`config.mk`:
```
export PLATFORM = sky130hd
export DESIGN_NAME = block_sigma_calc
export DESIGN_NICKNAME = d
export VERILOG_FILES = /design/src/rtl/block_sigma_calc.sv
export SDC_FILE = /design/constraint.sdc
export NUM_CORES = 1
export LEC_CHECK = 0
export ABC_AREA = 1
export CAP_MARGIN = 20
export CORE_UTILIZATION = 30
export DETAILED_ROUTE_END_ITERATION = 6
export PLACE_DENSITY = 0.47
export SLEW_MARGIN = 20
export SYNTH_ARGS = -nofsm -noshare
export SYNTH_HDL_FRONTEND = slang
export SYNTH_SLANG_ARGS = --single-unit
```
`constraint.sdc`:
```
create_clock -name clk -period 3.3 [get_ports clk]
set_clock_uncertainty 0.1 [all_clocks]
set_input_delay 0.66 -clock clk [delete_from_list [all_inputs] [get_ports clk]]
set_output_delay 0.66 -clock clk [all_outputs]
set_load 0.01 [all_outputs]
```
`src/rtl/block_sigma_calc.sv`:
```
// block_sigma_calc
//   Buffers one 8x8 luminance block (64 pixels, raster order), then computes
//   the block mean and the activity sigma_k = sum |pixel - mean| for the
//   watermark strength divider. Results leave through a valid/ready handshake.
//
// Ports
//   clk, rst            rising-edge clock, synchronous active-high reset
//   pix_in/pix_valid    pixel stream in; pix_ready is high only in LOAD
//   sigma_k             14-bit sum of absolute deviations (divider divisor)
//   mean_out            truncated block mean
//   flat_blk            sigma_k == 0, i.e. a zero divisor downstream
//   out_valid/out_ready result handshake
module block_sigma_calc #(
  parameter int PIX_W    = 8,
  parameter int BLK_LOG2 = 6
) (
  input  logic             clk,
  input  logic             rst,
  input  logic [PIX_W-1:0] pix_in,
  input  logic             pix_valid,
  output logic             pix_ready,
  output logic [13:0]      sigma_k,
  output logic [PIX_W-1:0] mean_out,
  output logic             flat_blk,
  output logic             out_valid,
  input  logic             out_ready
);
  localparam int NPIX = 1 << BLK_LOG2;
  localparam int AW   = 14;

  typedef enum logic [1:0] {LOAD, CALC, DONE} state_t;
  state_t state, state_nxt;

  logic [PIX_W-1:0]    buffer [NPIX];
  logic [BLK_LOG2-1:0] cnt;
  logic [AW-1:0]       sum, acc, acc_nxt;
  logic [PIX_W-1:0]    mean, rdata;
  logic                rd_vld, rd_last, rd_done;
  logic                pix_acc;
  logic signed [PIX_W:0] diff;
  logic [PIX_W:0]        mag;

  assign pix_ready = (state == LOAD) && !rst;
  assign pix_acc   = pix_valid && pix_ready;
  // sum is frozen during CALC, so the mean is stable for the whole pass
  assign mean      = sum[BLK_LOG2 +: PIX_W];

  // signed (PIX_W+1)-bit difference, then magnitude (max 255, never -256)
  assign diff    = $signed({1'b0, rdata}) - $signed({1'b0, mean});
  assign mag     = diff[PIX_W] ? -diff : diff;
  assign acc_nxt = acc + AW'(mag);

  always_ff @(posedge clk) begin
    if (rst) state <= LOAD;
    else     state <= state_nxt;
  end

  always_comb begin
    state_nxt = state;
    case (state)
      LOAD:    if (pix_acc && (&cnt)) state_nxt = CALC;
      CALC:    if (rd_vld && rd_last) state_nxt = DONE;
      // out_valid is always 1 in DONE, so out_ready alone completes it
      DONE:    if (out_ready)         state_nxt = LOAD;
      default: state_nxt = LOAD;
    endcase
  end

  // Block buffer: no reset, registered read so it maps onto RAM
  always_ff @(posedge clk) begin
    if (pix_acc) buffer[cnt] <= pix_in;
    if (state == CALC && !rd_done) rdata <= buffer[cnt];
  end

  // CALC is a two-stage pass: read buffer[cnt] into rdata, accumulate the
  // following cycle. rd_vld/rd_last track which rdata is live and final.
  always_ff @(posedge clk) begin
    if (rst) begin
      cnt       <= '0;
      sum       <= '0;
      acc       <= '0;
      sigma_k   <= '0;
      mean_out  <= '0;
      flat_blk  <= 1'b0;
      out_valid <= 1'b0;
      rd_vld    <= 1'b0;
      rd_last   <= 1'b0;
      rd_done   <= 1'b0;
    end else begin
      case (state)
        LOAD: begin
          rd_vld  <= 1'b0;
          rd_last <= 1'b0;
          rd_done <= 1'b0;
          if (pix_acc) begin
            sum <= sum + AW'(pix_in);
            // cnt wraps 63 -> 0, which is the clear needed on entering CALC
            cnt <= cnt + 1'b1;
            if (&cnt) acc <= '0;
          end
        end
        CALC: begin
          if (!rd_done) begin
            cnt     <= cnt + 1'b1;
            rd_last <= &cnt;
            rd_done <= &cnt;
          end
          rd_vld <= !rd_done;
          if (rd_vld) begin
            acc <= acc_nxt;
            if (rd_last) begin
              sigma_k   <= acc_nxt;
              mean_out  <= mean;
              flat_blk  <= (acc_nxt == '0);
              out_valid <= 1'b1;
            end
          end
        end
        DONE: begin
          if (out_ready) begin
            out_valid <= 1'b0;
            sum       <= '0;
            cnt       <= '0;
          end
        end
        default: ;
      endcase
    end
  end
endmodule
```
==> results.yml <==
synthesis:
  ys_seq_area_share_pct: 71.0
  yosys.cell_types.count: 46
  syn-num-nets: 2034
  ys.flop_type: "edfxtp_1"
  synth_edf_count: 520
  synth_cells: 1991
  ys_seq_elements: 583
  yosysTopAreaCellShare_pct: 65.7
  yosysWarnings: 0
  synth_top_area_cell: "edfxtp_1"
  synth_area_leaders: "edfxtp_1 66%, nand2_1 9.2%, dfxtp_1 5.3%"
  synthArstFlopShare_pct: 0
  avgSynthCellArea_um2: 11.9
  syn-cell-area_um2: 23800
worst_setup_path:
  cp-start-kind: "register"
  critPathCaptureType: "register"
  critPathKind: "reg2reg"
  cpMostUsedCell: "nand2_2"
  slowest_delay_ns: 0.57
  path_cells: "inv_1, ha_2, inv_2, fa_2, inv_2, ha_4, nand3_2, nor2_1, nand2_1, nand2_2, xor2_4, ha_4, nand2_4, inv_2, nand2_2, nand2_2, inv_1, nand3b_1, nand2_2, buf_4, buf_4, nand2_1, o211ai_1, inv_1"
  worstPathRequired_ns: 3.72
  worstPathArrival_ns: 3.81
  crit_slowest_cell: "fa_2"
  critPathMaxFanout: 3
job:
  maxCapViolations: 0
floorplanning:
  core_area_um2: 77800
  start_util_pct: 30.5
  dieWidth_um: 283
  die-area_um2: 80300
  pin_count: 37
  chipHeight_um: 283
  rows: 102
drt:
  remaining_drc_errors: 0
  drt-wirelength-per-cell_um: 20.9
  vias_per_cell: 4.81
  vias: 15900
  drtIter0Drc: 1216
  drt_wl_total_um: 69200
  ant_nets: 0
  drt_first_pass_iters: 6
cts:
  hold_buffers: 0
  cts.htree.levels: 3
  path_clk_slew_ns: 0.06
  numCtsBuffers: 66
  cts-root-buf: "clkbuf_16"
  clockBufferDepth: 3
  clock_latency_ns: 0.62
  cts.sinks: 583
  cts_tree: "done"
final_layout:
  fin_cells: 3306
  drive_above_1_share_pct: 18.4
  mostFrequentLayoutCells: "548 x nand2_1, 520 x edfxtp_1, 178 x buf_4"
  finalNetCount: 2259
  diodes: 0
  layout.cells.most_common: "nand2_1"
  area.growth.synth_to_final_pct: 22.5
  final_area_um2: 29100
  postLayoutCoreUtil_pct: 37.4
  fill_cells: 7614
sta:
  hold_violations: 0
  fmax_mhz: 294
  slew_violations: 0
  tightest_slew_ns: 0.895
  whs_ns: 0.344
  rsz0062_at_grt: "yes"
  relSlewSlack_pct: 40.0
  period_minus_slack_ns: 3.40
  finalSetupViolCount: 6
  layout_setup_ws_ns: -0.0961
  period_share_pct: 103
power:
  ir_drop_mv: 0.322
  power.total_mw: 16.2
  p_leak_nw: 10.5
  power_density_nw_per_um2: 557
place:
  place.gp.congestion: 0.815
  placed_area_um2: 26400
  post-place-cells: 3177
  port_buffers: 36
  hpwlAfterDp_um: 43300
min_path:
  hp-class: "in2reg"
outcome:
  status: "finished, violations left"
  violations: "setup timing"
global_routing:
  grtUsageTotal_pct: 17.1
  globalRouteOverflowTotal: 0
  grt_pass1_vias: 15600
  grt_start_max_net_pins: 66
  antenna_found_initial: 2
  grt_first_pass_wirelength_um: 102000
## power breakdown
part	internal [mW]	switching (mW)
clock	4.22	3.07
sequential	8.05	0.0146
combinational	0.253	0.613
## cells in the mapped netlist (all sizes together) (8+ instances only)
master / count
nand4: 74
nand2: 586
a22o: 21
inv: 137
clkbuf: 10
o211ai: 8
a22oi: 65
nand3b: 9
nand3: 68
o21ai: 64
a21oi: 79
buf: 57
nor3: 14
ha: 28
nor2: 145
edfxtp: 520
xor2: 8
o2111ai: 11
dfxtp: 63
## sequential cells by signal (all words and copies together), names as in the netlist
name / count
rd_done: 1
rd_last: 1
cnt: 6
out_valid: 1
rd_vld: 1
mean_out: 8
sigma_k: 14
buffer: 512
rdata: 8
flat_blk: 1
sum: 14
acc: 14
state: 2
## path summary, 6_finish.rpt
check                       end       from  slack, ns  cells past startpoint
hold / removal    buffer[36][3]  pix_in[3]       0.34                      1
hold reg to reg       out_valid  out_valid       0.36                      2
setup / recovery     sigma_k[7]   rdata[0]       -0.1                     24
setup reg to reg     sigma_k[7]   rdata[0]       -0.1                     24
## per-stage QoR
| stage | setup WS, ns | TNS [ns] |
|---|---|---|
| final | -0.0961 | -0.325 |
| after global routing | -0.368 | -3.14 |
| after CTS | -0.0922 | -0.251 |
| after detailed placement | -0.250 | -1.82 |
| after global placement | -0.189 | -1.26 |
| after floorplan | 0.138 | 0 |
## layer usage
metal	GRT usage [%]	vias up	wire, µm
met2	27.7	384	32200
met4	4.35	0	1540
met5	0	-	0
met1	23.8	7919	32100
met3	2.64	104	3260
li1	-	7491	-
## area by class of cell
class	instances	area [µm²]	area share, %
Inverter	139	531	1.82
Clock inverter	36	387	1.33
Multi-Input combinational cell	1202	6430	22.1
Timing Repair Buffer	223	1820	6.25
Clock buffer	82	1750	6.02
Timing Repair inverter	1	7.51	0.0258
Sequential cell	583	16900	58.0
Tap cell	1040	1300	4.47
## critical path: cells and delay by family, from the launching register on
kind	cells	cell delay (ns)
fa+ha+maj	4	1.16
simple gates	10	0.83
compound gates	1	0.08
flops	1	0.35
buf+inv	8	0.52
xor+xnor	1	0.24
## kinds of logic after synthesis
kind of cell               Yosys count  synth area share (%)
and+or+nand+nor                    900                  16.0
AOI/OAI and AO/OA                  260                  6.92
DFF                                583                  71.0
buffers and inverters              206                  3.93
adders and majority gates           31                  1.73
xor gates and xnor gates            11                 0.406
## what timing repair did
action                                  in CTS  in global routing
resized for setup                           45                 76
cloned                                       0                  1
setup buffers                                5                  7
pin swaps                                   29                 41
endpoints found under the setup margin      16                 20
Power figures use the tool's default switching activity.
